File: src/rtl/sr_cmd_gen_if.sv
// Request/command signal bundle between the raw request lines and sr_cmd_gen.
// The master drives the raw requests and observes the command pulses and status flags.
interface sr_cmd_gen_if;
    logic set_in;
    logic clr_in;
    logic S;
    logic R;
    logic conflict;
    logic dropped;

    modport master (
        output set_in,
        output clr_in,
        input  S,
        input  R,
        input  conflict,
        input  dropped
    );

    modport slave (
        input  set_in,
        input  clr_in,
        output S,
        output R,
        output conflict,
        output dropped
    );
endinterface

File: src/rtl/sr_cmd_gen.sv
// Turns raw set/clear lines into debounced, mutually exclusive one-cycle S/R pulses
// for a downstream SR flip-flop, with a lockout gap after every command.
module sr_cmd_gen #(
    parameter int DB_CYCLES = 4,
    parameter int LOCKOUT   = 2,
    parameter int CNT_W     = 8
) (
    input  logic        clk,
    input  logic        rst,
    sr_cmd_gen_if.slave bus
);
    localparam logic [CNT_W-1:0] DB_LAST  = CNT_W'(DB_CYCLES - 1);
    localparam logic [CNT_W-1:0] GAP_LAST = CNT_W'(LOCKOUT - 1);
    localparam logic [CNT_W-1:0] CNT_ONE  = CNT_W'(1);
    localparam logic [CNT_W-1:0] CNT_ZERO = CNT_W'(0);

    typedef enum logic [1:0] {
        IDLE  = 2'd0,
        ISSUE = 2'd1,
        GAP   = 2'd2
    } state_t;

    // Channel index 0 is the set request, index 1 the clear request.
    logic [1:0]       raw_s;
    logic [1:0]       sync1_r;
    logic [1:0]       sync2_r;
    logic [1:0]       level_r;
    logic [1:0]       prev_r;
    logic [1:0]       req_s;
    logic [CNT_W-1:0] db_cnt_r [2];

    state_t           state_r;
    state_t           state_nxt_s;
    logic [CNT_W-1:0] gap_r;
    logic [CNT_W-1:0] gap_nxt_s;
    logic             s_r;
    logic             r_r;
    logic             conflict_r;
    logic             dropped_r;
    logic             s_nxt_s;
    logic             r_nxt_s;
    logic             conflict_nxt_s;
    logic             dropped_nxt_s;

    assign raw_s = {bus.clr_in, bus.set_in};
    assign req_s = level_r & ~prev_r;

    // Synchronizers, debounce counters and debounced-level edge history.
    always_ff @(posedge clk or posedge rst) begin
        if (rst) begin
            sync1_r     <= 2'b00;
            sync2_r     <= 2'b00;
            level_r     <= 2'b00;
            prev_r      <= 2'b00;
            db_cnt_r[0] <= CNT_ZERO;
            db_cnt_r[1] <= CNT_ZERO;
        end else begin
            sync1_r <= raw_s;
            sync2_r <= sync1_r;
            prev_r  <= level_r;
            for (int i = 0; i < 2; i++) begin
                if (sync2_r[i] == level_r[i]) begin
                    db_cnt_r[i] <= CNT_ZERO;
                end else if (db_cnt_r[i] == DB_LAST) begin
                    level_r[i]  <= sync2_r[i];
                    db_cnt_r[i] <= CNT_ZERO;
                end else begin
                    db_cnt_r[i] <= db_cnt_r[i] + CNT_ONE;
                end
            end
        end
    end

    // Command FSM: next state, gap counter and next output values.
    always_comb begin
        state_nxt_s    = state_r;
        gap_nxt_s      = gap_r;
        s_nxt_s        = 1'b0;
        r_nxt_s        = 1'b0;
        conflict_nxt_s = 1'b0;
        dropped_nxt_s  = 1'b0;
        case (state_r)
            IDLE: begin
                if (req_s == 2'b11) begin
                    conflict_nxt_s = 1'b1;
                end else if (req_s[0]) begin
                    s_nxt_s     = 1'b1;
                    state_nxt_s = ISSUE;
                end else if (req_s[1]) begin
                    r_nxt_s     = 1'b1;
                    state_nxt_s = ISSUE;
                end else begin
                    state_nxt_s = IDLE;
                end
            end
            ISSUE: begin
                dropped_nxt_s = |req_s;
                gap_nxt_s     = GAP_LAST;
                state_nxt_s   = GAP;
            end
            GAP: begin
                dropped_nxt_s = |req_s;
                if (gap_r == CNT_ZERO) begin
                    state_nxt_s = IDLE;
                end else begin
                    gap_nxt_s = gap_r - CNT_ONE;
                end
            end
            default: begin
                state_nxt_s = IDLE;
                gap_nxt_s   = CNT_ZERO;
            end
        endcase
    end

    // FSM state and registered outputs.
    always_ff @(posedge clk or posedge rst) begin
        if (rst) begin
            state_r    <= IDLE;
            gap_r      <= CNT_ZERO;
            s_r        <= 1'b0;
            r_r        <= 1'b0;
            conflict_r <= 1'b0;
            dropped_r  <= 1'b0;
        end else begin
            state_r    <= state_nxt_s;
            gap_r      <= gap_nxt_s;
            s_r        <= s_nxt_s;
            r_r        <= r_nxt_s;
            conflict_r <= conflict_nxt_s;
            dropped_r  <= dropped_nxt_s;
        end
    end

    assign bus.S        = s_r;
    assign bus.R        = r_r;
    assign bus.conflict = conflict_r;
    assign bus.dropped  = dropped_r;
endmodule

File: src/flat_wrapper.sv
// flat-port wrapper written by rule: the top's interface ports become plain ports
module sr_cmd_gen_flat 
#(
    parameter int DB_CYCLES = 4,
    parameter int LOCKOUT   = 2,
    parameter int CNT_W     = 8
)
  (clk, rst, bus_set_in, bus_clr_in, bus_S, bus_R, bus_conflict, bus_dropped);
  sr_cmd_gen_if bus_i ();
  input  logic clk;
  input  logic rst;
  input wire logic [$bits(bus_i.set_in)-1:0] bus_set_in;
  input wire logic [$bits(bus_i.clr_in)-1:0] bus_clr_in;
  output wire logic [$bits(bus_i.S)-1:0] bus_S;
  output wire logic [$bits(bus_i.R)-1:0] bus_R;
  output wire logic [$bits(bus_i.conflict)-1:0] bus_conflict;
  output wire logic [$bits(bus_i.dropped)-1:0] bus_dropped;
  assign bus_i.set_in = bus_set_in;
  assign bus_i.clr_in = bus_clr_in;
  assign bus_S = bus_i.S;
  assign bus_R = bus_i.R;
  assign bus_conflict = bus_i.conflict;
  assign bus_dropped = bus_i.dropped;
  sr_cmd_gen #(.DB_CYCLES(DB_CYCLES), .LOCKOUT(LOCKOUT), .CNT_W(CNT_W)) u_core (.clk(clk), .rst(rst), .bus(bus_i));
endmodule
File: config.mk
export PLATFORM = sky130hd
export DESIGN_NAME = sr_cmd_gen_flat
export DESIGN_NICKNAME = d
export VERILOG_FILES = /design/src/rtl/sr_cmd_gen_if.sv /design/src/rtl/sr_cmd_gen.sv /design/src/flat_wrapper.sv
export SDC_FILE = /design/constraint.sdc
export NUM_CORES = 1
export LEC_CHECK = 0
export BUFFER_PORTS_ARGS = -buffer_cell sky130_fd_sc_hd__buf_4
export CORE_MARGIN = 3
export CORE_UTILIZATION = 57
export CTS_CLUSTER_SIZE = 10
export DETAILED_ROUTE_END_ITERATION = 12
export PLACE_DENSITY_LB_ADDON = 0.2
export REMOVE_ABC_BUFFERS = 1
export SLEW_MARGIN = 20
export SYNTH_ARGS = -nofsm -noshare
export SYNTH_HDL_FRONTEND = slang
export SYNTH_SLANG_ARGS = --single-unit
File: constraint.sdc
create_clock -name clk -period 2.7 [get_ports clk]
set_clock_uncertainty 0.05 [all_clocks]
set_input_delay 0.27 -clock clk [delete_from_list [all_inputs] [get_ports clk]]
set_output_delay 0.27 -clock clk [all_outputs]
set_load 0.05 [all_outputs]
Yosys cells after proc, flatten, opt, wreduce, memory -nomap -nowiden

Cells that the tools add are included.

Flip-flop bits (word level): 38
Input bits: 4
Output and inout port bits: 4

Add/subtract/negate cells: 3
Eq/ne operators: 10
Muxes and demuxes: 21
Bitwise logic cells: 5
Reduce and logical (&&, ||, !) cells: 8

Operator list:

| cell                                                               | number |
|---|---|
| 8-bit 2-to-1 mux                                                   | 5 |
| 8-bit case mux with 3 select lines                                 | 1 |
| 8-bit by 1-bit adder with 8-bit output, second input constant      | 2 |
| 8-bit by 2-bit == test with 1-bit output, second input constant    | 2 |
| 1-bit 2-to-1 mux                                                   | 11 |
| 8-bit logical NOT                                                  | 1 |
| 2-bit AND reduction                                                | 4 |
| 8-bit by 1-bit subtractor with 8-bit output, second input constant | 1 |
| 2-bit 2-to-1 mux                                                   | 3 |
| 2-bit case mux with 3 select lines                                 | 1 |
| 2-bit == test, second input constant                               | 2 |
| 2-bit != test, second input constant                               | 2 |
| 2-bit OR reduction                                                 | 2 |
| 1-bit NOT                                                          | 3 |
| 2-bit bitwise AND                                                  | 1 |
| 1-bit == test                                                      | 2 |
| 2-bit by 1-bit == test with 1-bit output, second input constant    | 1 |
| 2-bit logical NOT                                                  | 1 |
| 2-bit by 1-bit != test with 1-bit output, second input constant    | 1 |
| 2-bit NOT                                                          | 1 |

Depth between registers and ports, before layout

Depth after elaboration: 6
Mapped depth: 7

Least setup slack after synthesis

No wires, ideal clock.

Kind: register -> register
Start: register u_core.gap_r[2]
End: register u_core.gap_r[7]
Library setup time: 78 ps
Data arrival time: 1,772 ps
Required time: 2,572 ps
Slack: 800 ps
Stages on the path, launching flop included: 5
Buffers on the path: 0
Cell sequence: dfrtp_1 > or4_4 > or4_1 > or3_1 > a21oi_1

Longest elaborated chain between the ends: 3

RTL lines:

| what                                                                                    | RTL line                             | RTL |
|---|---|---|
| from (decl)                                                                             | sr_cmd_gen.sv:34                     | `logic [CNT_W-1:0] gap_r;` |
| from (signal assigned)                                                                  | sr_cmd_gen.sv:127                    | `gap_r <= gap_nxt_s;` |
| 8-bit by 1-bit subtractor with 8-bit output / 8-bit logical NOT (equally long branches) | sr_cmd_gen.sv:106, sr_cmd_gen.sv:103 |  |
| 8-bit 2-to-1 mux / 2-bit != test (equally long branches)                                | -                                    |  |
| 8-bit case mux with 3 select lines / 2-bit AND reduction (equally long branches)        | -                                    |  |

Parallel ways exist; a longest one is shown, timed or not. The select of a mux whose other input is x is not followed.
A chain may end at the register's enable or synchronous reset.

Final worst setup path

Start: register u_core.gap_r[0]
End: register u_core.state_r[1]

Longest elaborated chain between the ends: 3

RTL lines:

| what                                                      | RTL line          | RTL |
|---|---|---|
| 8-bit logical NOT                                         | sr_cmd_gen.sv:103 | `if (gap_r == CNT_ZERO) begin` |
| 2-bit by 1-bit != test with 1-bit output (no source line) | -                 |  |
| 2-bit AND reduction (no source line)                      | -                 |  |
| to (signal assigned)                                      | sr_cmd_gen.sv:126 | `state_r <= state_nxt_s;` |
| to (decl)                                                 | sr_cmd_gen.sv:32  | `state_t state_r;` |

Every way passes these cells.

==> results.json <==
{
  "fmax_mhz": 474,
  "p_total_uw": 2150,
  "final_common_cell": "dfrtp_1",
  "synthFlopType": "dfrtp_1",
  "worstPathCellList": "inv_1 -> ha_1 -> or3b_2 -> o21ai_0 -> o21ai_0 -> mux2_2",
  "syn_area_mm2": 0.00172,
  "synth_cell_types": 31,
  "worstPathMaxFanout": 5,
  "route.met2.wl_um": 1460,
  "rows": 19,
  "numPortBuffers": 7,
  "p_leak_uw": 0.000942,
  "routed_via_density": 5.86,
  "die-area_mm2": 0.00372,
  "worst_setup_hold_path_clk_slew_ps": 120,
  "cts.path.max_buffers": 2,
  "powerDensity_mw_per_mm2": 1100,
  "drv_cap": 0,
  "rsz0062_at_grt": "false",
  "grt_pass1_vias": 1223,
  "hold_slack_ps": 41.5,
  "ys_ff_latch": 38,
  "drive_gt1_share_pct": 12.2,
  "finalSetupTns_ps": 0,
  "hold_viol_final": 0,
  "clk_latency_ps": 350,
  "grt_max_degree": 26,
  "cpPeakStageDelay_ps": 470,
  "drc": 0,
  "core_mm2": 0.00283,
  "cp-start-kind": "flop",
  "synth_area_leaders": "dfrtp_1, xor2_1, ha_1, nor2_1, nand3_1",
  "start_util_pct": 60.9,
  "io_pins": 8,
  "syn_inst": 163,
  "setup_viol": 0,
  "most-common-layout-cells": "dfrtp_1, nor2_1, nand3_1, nand2_1, xor2_1",
  "ys_seq_area_share_pct": 55.2,
  "die_x_um": 61,
  "end_kind": "flop",
  "drt_iter0_markers": 58,
  "final_util_pct": 69.1,
  "antenna_found_initial": 0,
  "routed_wl_um": 2990,
  "gp_congestion": 0.829,
  "hpwl_um": 2100,
  "syn_to_final_growth_pct": 13.4,
  "synth_edf_count": 0,
  "period_minus_slack_ps": 2110,
  "first_pass_iters": 4,
  "post-route-period-util_pct": 78.2,
  "nNetsFinal": 190,
  "hp-class": "in -> async",
  "wl_per_cell_um": 14.2,
  "vias": 1237,
  "htree_levels": 2,
  "synth.top_cell.area_share_pct": 55.2,
  "yosysTopAreaCell": "dfrtp_1",
  "tightest_slew_ps": 863,
  "async_reset_ff_share_pct": 100,
  "cts_resized": 0,
  "die_y_um": 61,
  "slowest_stage": "or3b_2",
  "grt_overflow": 0,
  "pre_cts_ws_ps": 607,
  "yosys_warnings": 0,
  "num_antenna_cells": 0,
  "crit_required_ps": 2900,
  "slew_headroom_pct": 42.4,
  "antenna_left": 0,
  "vdd_drop_max_uv": 592,
  "cts_tree": "done",
  "wl_met3_um": 119,
  "syn_area_per_cell_um2": 10.6,
  "ctsRootBufferMaster": "clkbuf_4",
  "arrival_ps": 2310,
  "path_class": "reg -> reg",
  "cpMostUsedCell": "o21ai_0",
  "grt_usage_pct": 18.5,
  "cts_buffers": 5,
  "grt_pass1_wl_um": 5020,
  "met1_length_um": 1370,
  "cts_sinks": 38,
  "highest_layer": "met4",
  "fin_ws_ps": 588,
  "drv_slew": 0,
  "status": "complete, no violations"
}
==> cells by family (layout without fill, tap and decap cells) <==
family | count (synthesis) | count (layout) | synth area share [%]
AO/OA/AOI/OAI | 21 | 21 | 7.33
XOR/XNOR | 14 | 14 | 7.11
flip-flops | 38 | 38 | 55.2
adder cells (fa/ha/maj) | 7 | 7 | 5.08
AND/OR/NAND/NOR | 73 | 73 | 21.8
multiplexers | 3 | 3 | 1.96
buffers and inverters | 7 | 24 | 1.52
==> power by group <==
part           internal (uW)  total, uW  switching (uW)
logic                    324        808             484
clock network            314        500             186
registers                708        839             130
total                   1350       2150             801
==> state kept, by name, indices dropped and copies added, names as in the netlist <==
register             count
u_core.bus.R             1
u_core.sync1_r           2
u_core.level_r           2
u_core.gap_r             8
u_core.bus.dropped       1
u_core.db_cnt_r         16
u_core.sync2_r           2
u_core.state_r           2
u_core.prev_r            2
u_core.bus.S             1
u_core.bus.conflict      1
==> layout make-up <==
class / count / area [um2]
clock buffers: 6 / 51.3
clock inverters: 2 / 60.1
fillers: 226 / 875
repair buffers: 11 / 87.6
multi-input cells: 118 / 747
flip-flops and latches: 38 / 951
inverters: 5 / 18.8
well taps: 31 / 38.8
==> per-stage QoR <==
| stage | std cells | instance area, um2 |
|---|---|---|
| after global placement | 201 | 1820 |
| after global routing | 211 | 1950 |
| final | 211 | 1950 |
| after CTS | 211 | 1950 |
| after detailed placement | 201 | 1820 |
| after floorplan | 161 | 1720 |
==> synthesized netlist by cell type (2+ instances only) <==
cell type and count:
inv_1 5, nand2_1 12, ha_1 7, and3_1 7, clkbuf_1 2, or3_1 4, o31ai_1 2, o21ai_0 9
xnor2_1 2, a21oi_1 5, xor2_1 12, nand2b_1 2, nor2_1 20, nand3_1 12, nor2b_1 3, mux2_2 3
nor4b_1 2, or4_1 2, dfrtp_1 38, nor3_1 3
==> routing by layer <==
metal,up-vias,GRT usage (%)
met5,-,0
met4,0,11.1
met3,6,4.47
met2,27,29.2
met1,608,22.9
li1,596,-
==> worst max-delay path, delay by kind of cell, from the launching register on <==
kind	cells	cell delay, ps
multiplexers	1	290
AO/OA/AOI/OAI	2	480
buffers and inverters	1	110
flip-flops	1	430
adder cells (fa/ha/maj)	1	170
AND/OR/NAND/NOR	1	470
==> final timing paths <==
| check | startpoint | endpoint | slack [ps] | cells past startpoint |
|---|---|---|---|---|
| worst max register to register | u_core.gap_r[0] | u_core.state_r[1] | 590 | 6 |
| worst min register to register | u_core.sync1_r[0] | u_core.sync2_r[0] | 320 | 0 |
| worst min-delay path | rst | u_core.db_cnt_r[5] | 40 | 2 |
| min in group clk | u_core.sync1_r[0] | u_core.sync2_r[0] | 320 | 0 |
| max in group asynchronous | rst | u_core.gap_r[3] | 1890 | 3 |
| worst max-delay path | u_core.gap_r[0] | u_core.state_r[1] | 590 | 6 |
==> repair_timing <==
| item | in CTS | in global routing |
|---|---|---|
| hold buffers | 2 | 0 |
| buffers inserted | 0 | 0 |
| endpoints found under the hold margin | 2 | 0 |
(Power assumes the default switching activity.)
